### config.mk
export PLATFORM = sky130hd
export DESIGN_NAME = key_bcd_counter
export DESIGN_NICKNAME = d
export VERILOG_FILES = /design/src/rtl/key_bcd_counter_pkg.sv /design/src/rtl/key_bcd_counter_key_debounce.sv /design/src/rtl/key_bcd_counter.sv
export SDC_FILE = /design/constraint.sdc
export NUM_CORES = 1
export LEC_CHECK = 0
export CAP_MARGIN = 20
export CELL_PAD_IN_SITES_DETAIL_PLACEMENT = 1
export CELL_PAD_IN_SITES_GLOBAL_PLACEMENT = 2
export CORE_UTILIZATION = 40
export DETAILED_ROUTE_END_ITERATION = 7
export HOLD_SLACK_MARGIN = 0.12
export PLACE_DENSITY_LB_ADDON = 0.1
export SLEW_MARGIN = 40
export SYNTH_ARGS = -nofsm -noshare
export SYNTH_HDL_FRONTEND = slang
export SYNTH_SLANG_ARGS = --single-unit
### constraint.sdc
create_clock -name clk_50M -period 7.3 [get_ports clk_50M]
set_clock_uncertainty 0.15 [all_clocks]
set_input_delay 1.46 -clock clk_50M [delete_from_list [all_inputs] [get_ports clk_50M]]
set_output_delay 1.46 -clock clk_50M [all_outputs]
set_load 0.05 [all_outputs]
### src/rtl/key_bcd_counter_pkg.sv
// Shared definitions for the two-button BCD counter: debounce FSM encoding,
// BCD digit limits and per-nibble step helpers.
package key_bcd_counter_pkg;

    localparam logic [1:0] ST_REL   = 2'd0;
    localparam logic [1:0] ST_P_CHK = 2'd1;
    localparam logic [1:0] ST_PRS   = 2'd2;
    localparam logic [1:0] ST_R_CHK = 2'd3;

    localparam logic [3:0] BCD_MAX = 4'd9;
    localparam int         COUNT_W = 8;

    // Returns {wrap, tens, units} after a one-step BCD increment.
    function automatic logic [8:0] bcd_step_up(input logic [7:0] value);
        logic [3:0] tens;
        logic [3:0] units;
        logic       wrap;
        tens  = value[7:4];
        units = value[3:0];
        wrap  = 1'b0;
        if (units == BCD_MAX) begin
            units = 4'd0;
            if (tens == BCD_MAX) begin
                tens = 4'd0;
                wrap = 1'b1;
            end else begin
                tens = tens + 4'd1;
            end
        end else begin
            units = units + 4'd1;
        end
        return {wrap, tens, units};
    endfunction

    // Returns {wrap, tens, units} after a one-step BCD decrement.
    function automatic logic [8:0] bcd_step_down(input logic [7:0] value);
        logic [3:0] tens;
        logic [3:0] units;
        logic       wrap;
        tens  = value[7:4];
        units = value[3:0];
        wrap  = 1'b0;
        if (units == 4'd0) begin
            units = BCD_MAX;
            if (tens == 4'd0) begin
                tens = BCD_MAX;
                wrap = 1'b1;
            end else begin
                tens = tens - 4'd1;
            end
        end else begin
            units = units - 4'd1;
        end
        return {wrap, tens, units};
    endfunction

endpackage

### src/rtl/key_bcd_counter_key_debounce.sv
// Two-flop synchroniser plus press/release qualification FSM for one raw key.
// Emits a single-cycle press pulse per qualified press; releases are silent.
module key_debounce
    import key_bcd_counter_pkg::*;
#(
    parameter int DEBOUNCE_CYCLES = 1000000
) (
    input  logic clk_50M,
    input  logic rst_button,
    input  logic key,
    output logic press,
    output logic held
);

    localparam logic [23:0] CNT_LAST = 24'(DEBOUNCE_CYCLES - 1);

    logic [1:0]  sync_r;
    logic [1:0]  state_r;
    logic [1:0]  state_s;
    logic [23:0] cnt_r;
    logic [23:0] cnt_s;
    logic        press_r;
    logic        press_s;
    logic        held_r;
    logic        held_s;
    logic        sync_s;

    assign sync_s = sync_r[1];

    // Bring the raw key into the clock domain.
    always_ff @(posedge clk_50M or negedge rst_button) begin
        if (!rst_button) begin
            sync_r <= 2'b00;
        end else begin
            sync_r <= {sync_r[0], key};
        end
    end

    // Next-state logic; cnt only advances while qualifying, so it stops at the compare value.
    always_comb begin
        state_s = state_r;
        cnt_s   = cnt_r;
        press_s = 1'b0;
        case (state_r)
            ST_REL: begin
                if (sync_s) begin
                    state_s = ST_P_CHK;
                    cnt_s   = 24'd0;
                end else begin
                    state_s = ST_REL;
                end
            end
            ST_P_CHK: begin
                if (!sync_s) begin
                    state_s = ST_REL;
                end else if (cnt_r == CNT_LAST) begin
                    state_s = ST_PRS;
                    press_s = 1'b1;
                end else begin
                    cnt_s = cnt_r + 24'd1;
                end
            end
            ST_PRS: begin
                if (!sync_s) begin
                    state_s = ST_R_CHK;
                    cnt_s   = 24'd0;
                end else begin
                    state_s = ST_PRS;
                end
            end
            ST_R_CHK: begin
                if (sync_s) begin
                    state_s = ST_PRS;
                end else if (cnt_r == CNT_LAST) begin
                    state_s = ST_REL;
                end else begin
                    cnt_s = cnt_r + 24'd1;
                end
            end
            default: begin
                state_s = ST_REL;
                cnt_s   = 24'd0;
            end
        endcase
        held_s = (state_s == ST_PRS) || (state_s == ST_R_CHK);
    end

    // FSM state, counter and registered outputs.
    always_ff @(posedge clk_50M or negedge rst_button) begin
        if (!rst_button) begin
            state_r <= ST_REL;
            cnt_r   <= 24'd0;
            press_r <= 1'b0;
            held_r  <= 1'b0;
        end else begin
            state_r <= state_s;
            cnt_r   <= cnt_s;
            press_r <= press_s;
            held_r  <= held_s;
        end
    end

    assign press = press_r;
    assign held  = held_r;

endmodule

### src/rtl/key_bcd_counter.sv
// Two-digit BCD up/down counter driven by debounced increment and decrement keys,
// feeding the dual seven-segment display scanner.
module key_bcd_counter
    import key_bcd_counter_pkg::*;
#(
    parameter int DEBOUNCE_CYCLES = 1000000
) (
    input  logic               clk_50M,
    input  logic               rst_button,
    input  logic               key_inc,
    input  logic               key_dec,
    input  logic               clr,
    output logic [COUNT_W-1:0] count_bcd,
    output logic               wrap_pulse,
    output logic [1:0]         key_held
);

    logic               inc_press_s;
    logic               dec_press_s;
    logic               inc_held_s;
    logic               dec_held_s;
    logic [COUNT_W-1:0] count_r;
    logic [COUNT_W-1:0] count_s;
    logic               wrap_r;
    logic               wrap_s;
    logic [8:0]         step_up_s;
    logic [8:0]         step_down_s;

    key_debounce #(.DEBOUNCE_CYCLES(DEBOUNCE_CYCLES)) u_inc_debounce (
        .clk_50M    (clk_50M),
        .rst_button (rst_button),
        .key        (key_inc),
        .press      (inc_press_s),
        .held       (inc_held_s)
    );

    key_debounce #(.DEBOUNCE_CYCLES(DEBOUNCE_CYCLES)) u_dec_debounce (
        .clk_50M    (clk_50M),
        .rst_button (rst_button),
        .key        (key_dec),
        .press      (dec_press_s),
        .held       (dec_held_s)
    );

    assign step_up_s   = bcd_step_up(count_r);
    assign step_down_s = bcd_step_down(count_r);

    // Clear wins over presses; opposing presses in one cycle cancel.
    always_comb begin
        count_s = count_r;
        wrap_s  = 1'b0;
        if (clr) begin
            count_s = 8'h00;
        end else if (inc_press_s && dec_press_s) begin
            count_s = count_r;
        end else if (inc_press_s) begin
            count_s = step_up_s[7:0];
            wrap_s  = step_up_s[8];
        end else if (dec_press_s) begin
            count_s = step_down_s[7:0];
            wrap_s  = step_down_s[8];
        end else begin
            count_s = count_r;
        end
    end

    // Count and wrap registers.
    always_ff @(posedge clk_50M or negedge rst_button) begin
        if (!rst_button) begin
            count_r <= 8'h00;
            wrap_r  <= 1'b0;
        end else begin
            count_r <= count_s;
            wrap_r  <= wrap_s;
        end
    end

    assign count_bcd  = count_r;
    assign wrap_pulse = wrap_r;
    assign key_held   = {dec_held_s, inc_held_s};

endmodule

# Word-level counts from Yosys, hierarchy flattened
# Cells that the tools add are included.
# W data, S select, Z words.
# word_totals
word_cells	106
inputBits	5
out_inout_bits	11
ff_bits	69
# classes
n_addsub	6
mux	50
reduce_logical	13
n_eq_ne	24
# op_table
cell	n
$mux W24	10
$pmux W24 S4	2
$add A24 B1 Y24 const B	2
$eq A24 B20 Y1 const B	2
$mux W8	4
$mux W4	6
$mux W1	18
$eq A2 B2 Y1 const B	8
$mux W2	8
$pmux W2 S4	2
$reduce_and A4 Y1	3
$ne A2 B2 Y1 const B	5
$add A4 B1 Y4 const B	2
$eq A4 B4 Y1 const B	2
$logic_not A4 Y1	2
$ne A2 B1 Y1 const B	4
$sub A4 B1 Y4 const B	2
$reduce_bool A3 Y1	2
$eq A2 B1 Y1 const B	2
$logic_not A2 Y1	2
$ne A3 B3 Y1 const B	1
$logic_or A1 B1 Y1	2
$reduce_and A2 Y1	1
$logic_and A1 B1 Y1	1

# Depth between registers and ports, before layout
# logic_depth
ltp_word	7
ltp_mapped	8
depth_no_buf	7

# Modules after synthesis
# From an unflattened synthesis, not the netlist that was laid out.
# hier_totals
cells_unflattened	421
area_unflattened_um2	3972.6
# by_module_without_submodules
module	area_each_um2	n_inst	cells_per_inst	seq_area_each_um2
key_debounce	1611.5	2	165	725.7
key_bcd_counter	749.5	1	91	225.2

# Worst setup path after synthesis
# OpenSTA, ideal clock, no wires.
# synth_timing
path_type	reg-to-reg
start	register u_dec_debounce.cnt_r[0]
end	register u_dec_debounce.cnt_r[19]
path_buffers	2
required_time_ns	7.024
setup_slack_ns	4.885
path_stages_with_launch	9
setup_ns	0.126
arrival_time_ns	2.139
period_less_slack_ns	2.415
cell_sequence	dfrtp_1 > ha_1 > nand3_1 > or3_1 > clkbuf_1 > or4_1 > clkbuf_1 > and3_1 > a221o_1
# synth_via
elab_chain_cells	4
word_cells_on_any_way	6
# synth_lines
element	line_no	source
start, declared	key_bcd_counter_key_debounce.sv:20	logic [23:0] cnt_r;
start signal, assigned	key_bcd_counter_key_debounce.sv:97	cnt_r <= cnt_s;
$add A24 B1 Y24 or $eq A24 B20 Y1 (tied branches)	-	
$mux W24 *	key_bcd_counter_key_debounce.sv:56, key_bcd_counter_key_debounce.sv:74	
$mux W24 (on tied branches)	key_bcd_counter_key_debounce.sv:72, key_bcd_counter_key_debounce.sv:54	
$pmux W24 S4 *	key_bcd_counter_key_debounce.sv:44	case (state_r)
# Mark *: on every way between the ends. The rest lies on a longest branch, timed or not. The select of a mux whose other input is x is not followed.
# A chain may end at the register's enable or synchronous reset.

# Worst setup path in the final report
# layout_timing
start	register count_r[7], in the netlist count_bcd[7]
end	output port count_bcd[7]
# layout_lines
element	line_no	source
start, declared	key_bcd_counter.sv:22	logic [COUNT_W-1:0] count_r;
start signal, assigned	key_bcd_counter.sv:73	count_r <= count_s;
end, declared	key_bcd_counter.sv:13	output logic [COUNT_W-1:0] count_bcd,
# No word-level cell between the ends.

==> flow_summary_export.csv <==
group,metric,value,unit
status,run_status,"completed",
final_layout,finish.net_count,475,
placement,place.gp.congestion,0.762,
synth,post_synth_inst_count,452,
setup_path,critical-path-max-stage-delay,0.86,ns
global_routing,globalRouteOverflowTotal,0,
floorplanning,chipWidth,102,um
global_routing,grt_util_all_layers,21.8,%
synth,post_synthesis_cell_type_with_the_largest_combined_area,"sky130_fd_sc_hd__dfrtp_1",
synth,post_synth.cell_area_avg,8.89,um2
pwr,irDropWorstVdd,0.0716,mV
synth,ys_async_sr_fraction,100,%
synth,synth_cell_type_count,62,
setup_path,crit_required,5.69,ns
final_layout,most-common-layout-cells,"sky130_fd_sc_hd__dfrtp_1 (69), sky130_fd_sc_hd__nand2_1 (57), sky130_fd_sc_hd__nand3_1 (34), sky130_fd_sc_hd__nor2_1 (30), sky130_fd_sc_hd__o21ai_0 (26)",
synth,synth_seq_area_share,43.0,%
setup_path,timing.critical_path.slowest_stage_cell,"sky130_fd_sc_hd__clkdlybuf4s50_1",
clock_tree,cts_max_path_bufs,2,
setup_path,crit_chain,"clkdlybuf4s50_1",
global_routing,global_route_wire_length_before_repair,17.6,mm
setup_path,crit_path_max_fanout,9,
pwr,standby_leakage_power,1.89,nW
synth,mappedNetlistNets,465,
placement,placed_cells_incl_taps,584,
sta,tightest_slew,0.650,ns
sta,setup_total_negative_slack,0,ns
clock_tree,cts_tree,"done",
placement,postPlaceCellArea,4310,um2
synth,netlist.area_leader.share,43.0,%
global_routing,maximum_number_of_pins_on_one_net_before_global_route_repair,70,
pwr,power.density_cell_area,171,nW/um2
sta,period_needed,3.32,ns
min_path,timing.hold.worst.class,"reg2reg",
final_layout,drive_above_1_share,7.73,%
global_routing,antenna_violations_before_repair,0,
clock_tree,clk_transition_reported_paths,0.08,ns
clock_tree,cts_hold_buffers,0,
final_layout,syn_to_final_growth,12.3,%
clock_tree,worstSkewPairLatency,0.35,ns
clock_tree,cts_setup_buffers,0,
clock_tree,cts_root_buf,"sky130_fd_sc_hd__clkbuf_8",
drt,wire_per_inst,17.4,um
clock_tree,number_of_clock_sinks_seen_by_cts,69,
setup_path,startpoint_type,"flop",
floorplanning,die_height,102,um
final_layout,mostFrequentLayoutCell,"sky130_fd_sc_hd__dfrtp_1",
drt,drt_wl_total,10.4,mm
drt,drt.antenna.violating_nets,0,
flow_run,max-cap-violations,0,
final_layout,post-route-cell-area,4510,um2
sta,setup-violations-final,0,
sta,grt_setup_unrepaired,"false",
drt,drc_errors,0,
floorplanning,die_footprint,10400,um2
synth,number_of_flops_mapped_to_enable_cells_by_yosys,0,
setup_path,critPathBufInv,1,
final_layout,final_cells,599,
sta,finalCritPeriodShare,45.5,%
clock_tree,tritoncts.num_buffers,9,
sta,max_freq,0.301,GHz
synth,yosys-top-cells-area,"sky130_fd_sc_hd__dfrtp_1 (43%), sky130_fd_sc_hd__nand2_1 (5.3%), sky130_fd_sc_hd__nand3_1 (4.2%)",
clock_tree,cts-resized-gates,0,
synth,synthFlopType,"sky130_fd_sc_hd__dfrtp_1",
drt,detailroute.wirelength.met3,231,um
drt,drt_iter0_drc,116,
placement,io_buffer_count,15,
sta,finalMaxSlewViolations,0,
setup_path,crit_family,"buffers and inverters",
synth,synthesis.area,4020,um2
sta,timing_hold_violations_final,0,
sta,hold-worst-slack,0.210,ns
floorplanning,count_of_boundary_i_o_pins,16,
drt,viasPerCell,5.84,
drt,top_layer,"met4",
sta,slew_headroom,56.6,%
placement,hpwl,7.04,mm
synth,post_synthesis_register_bit_count,69,
drt,drt_pass1_iterations,4,
floorplanning,placement_rows,36,
floorplanning,initial_util,41.1,%
drt,wirelength_met1,4.99,mm
drt,wl_met2,5.04,mm
setup_path,criticalPathCategory,"reg2out",
drt,num_vias,3496,
floorplanning,floorplan.core_area,9770,um2
clock_tree,htreeDepth,3,
final_layout,antenna_cells_inserted,0,
setup_path,worst-endpoint-arrival,1.71,ns
global_routing,grt_pass1_vias,3473,
setup_path,critical_path.endpoint_type,"output pin",
synth,warnings_from_yosys,0,
[cell usage after synthesis, types with 8 or more instances]
cell type                  count
sky130_fd_sc_hd__nor2_1       30
sky130_fd_sc_hd__nor3_1       15
sky130_fd_sc_hd__xor2_1        8
sky130_fd_sc_hd__ha_1          8
sky130_fd_sc_hd__or3_1         8
sky130_fd_sc_hd__nor4_1       11
sky130_fd_sc_hd__dfrtp_1      69
sky130_fd_sc_hd__nand4_1      11
sky130_fd_sc_hd__o21ai_0      26
sky130_fd_sc_hd__and3_1        8
sky130_fd_sc_hd__mux2i_1       8
sky130_fd_sc_hd__inv_1        18
sky130_fd_sc_hd__a21oi_1      13
sky130_fd_sc_hd__clkbuf_1     15
sky130_fd_sc_hd__nand2_1      57
sky130_fd_sc_hd__nand3_1      34
[through the flow]
step / total power [mW] / utilization, % / setup WS (ns)
after floorplan: 0.438 / - / 4.88
after global placement: 0.460 / 43.9 / 4.37
after detailed placement: 0.462 / 44.0 / 4.36
after CTS: 0.788 / 46.1 / 3.96
after global routing: 0.809 / 46.2 / 3.92
final: 0.774 / 46.2 / 3.98
[sequential cells by signal (all words and copies together), names as in the netlist]
| register | count |
|---|---|
| count_bcd | 8 |
| u_dec_debounce.cnt_r | 24 |
| u_dec_debounce.held | 1 |
| u_dec_debounce.press | 1 |
| u_dec_debounce.state_r | 2 |
| u_dec_debounce.sync_r | 2 |
| u_inc_debounce.cnt_r | 24 |
| u_inc_debounce.held | 1 |
| u_inc_debounce.press | 1 |
| u_inc_debounce.state_r | 2 |
| u_inc_debounce.sync_r | 2 |
| wrap_pulse | 1 |
[cell families after synthesis]
logic type / Yosys count / share of synthesized area [%]
mux: 12 / 3.11
fa+ha+maj: 8 / 2.49
flops: 69 / 43.0
compound gates: 96 / 16.4
buf+inv: 41 / 4.17
simple gates: 212 / 27.8
xor+xnor: 14 / 3.05
[area by class of cell]
class / count / area, um2
Fill cell: 1157 / 5260
Sequential cell: 69 / 1730
Inverter: 18 / 67.6
Timing Repair Buffer: 22 / 204
Tap cell: 133 / 166
Clock buffer: 10 / 138
Multi-Input combinational cell: 342 / 2150
Clock inverter: 5 / 61.3
[layer usage]
metal	vias up	global-route usage [%]
met5	-	0
met4	0	7.36
met3	13	3.49
met2	37	36.0
met1	1762	29.1
li1	1684	-
[path summary, 6_finish.rpt]
path	endpoint	startpoint	slack [ns]	cells past startpoint
max in group asynchronous	u_dec_debounce.cnt_r[18]$_DFFE_PN0P_	rst_button	5.58	1
setup / recovery	count_bcd[7]	count_bcd[7]$_DFFE_PN0P_	3.98	1
hold reg to reg	u_inc_debounce.sync_r[1]$_DFF_PN0_	u_inc_debounce.sync_r[0]$_DFF_PN0_	0.21	0
setup reg to reg	u_dec_debounce.cnt_r[7]$_DFFE_PN0P_	u_dec_debounce.cnt_r[0]$_DFFE_PN0P_	4.59	7
min in group asynchronous	wrap_pulse$_DFF_PN0_	rst_button	0.97	1
hold / removal	u_inc_debounce.sync_r[1]$_DFF_PN0_	u_inc_debounce.sync_r[0]$_DFF_PN0_	0.21	0
[where the power goes]
part           total, mW  switching (mW)  internal (mW)  leakage (nW)
registers          0.406          0.0141          0.392         0.945
clock network      0.320           0.154          0.166        0.0906
logic             0.0474          0.0294         0.0180         0.858
Note: power is estimated with default switching activity, not from simulation.
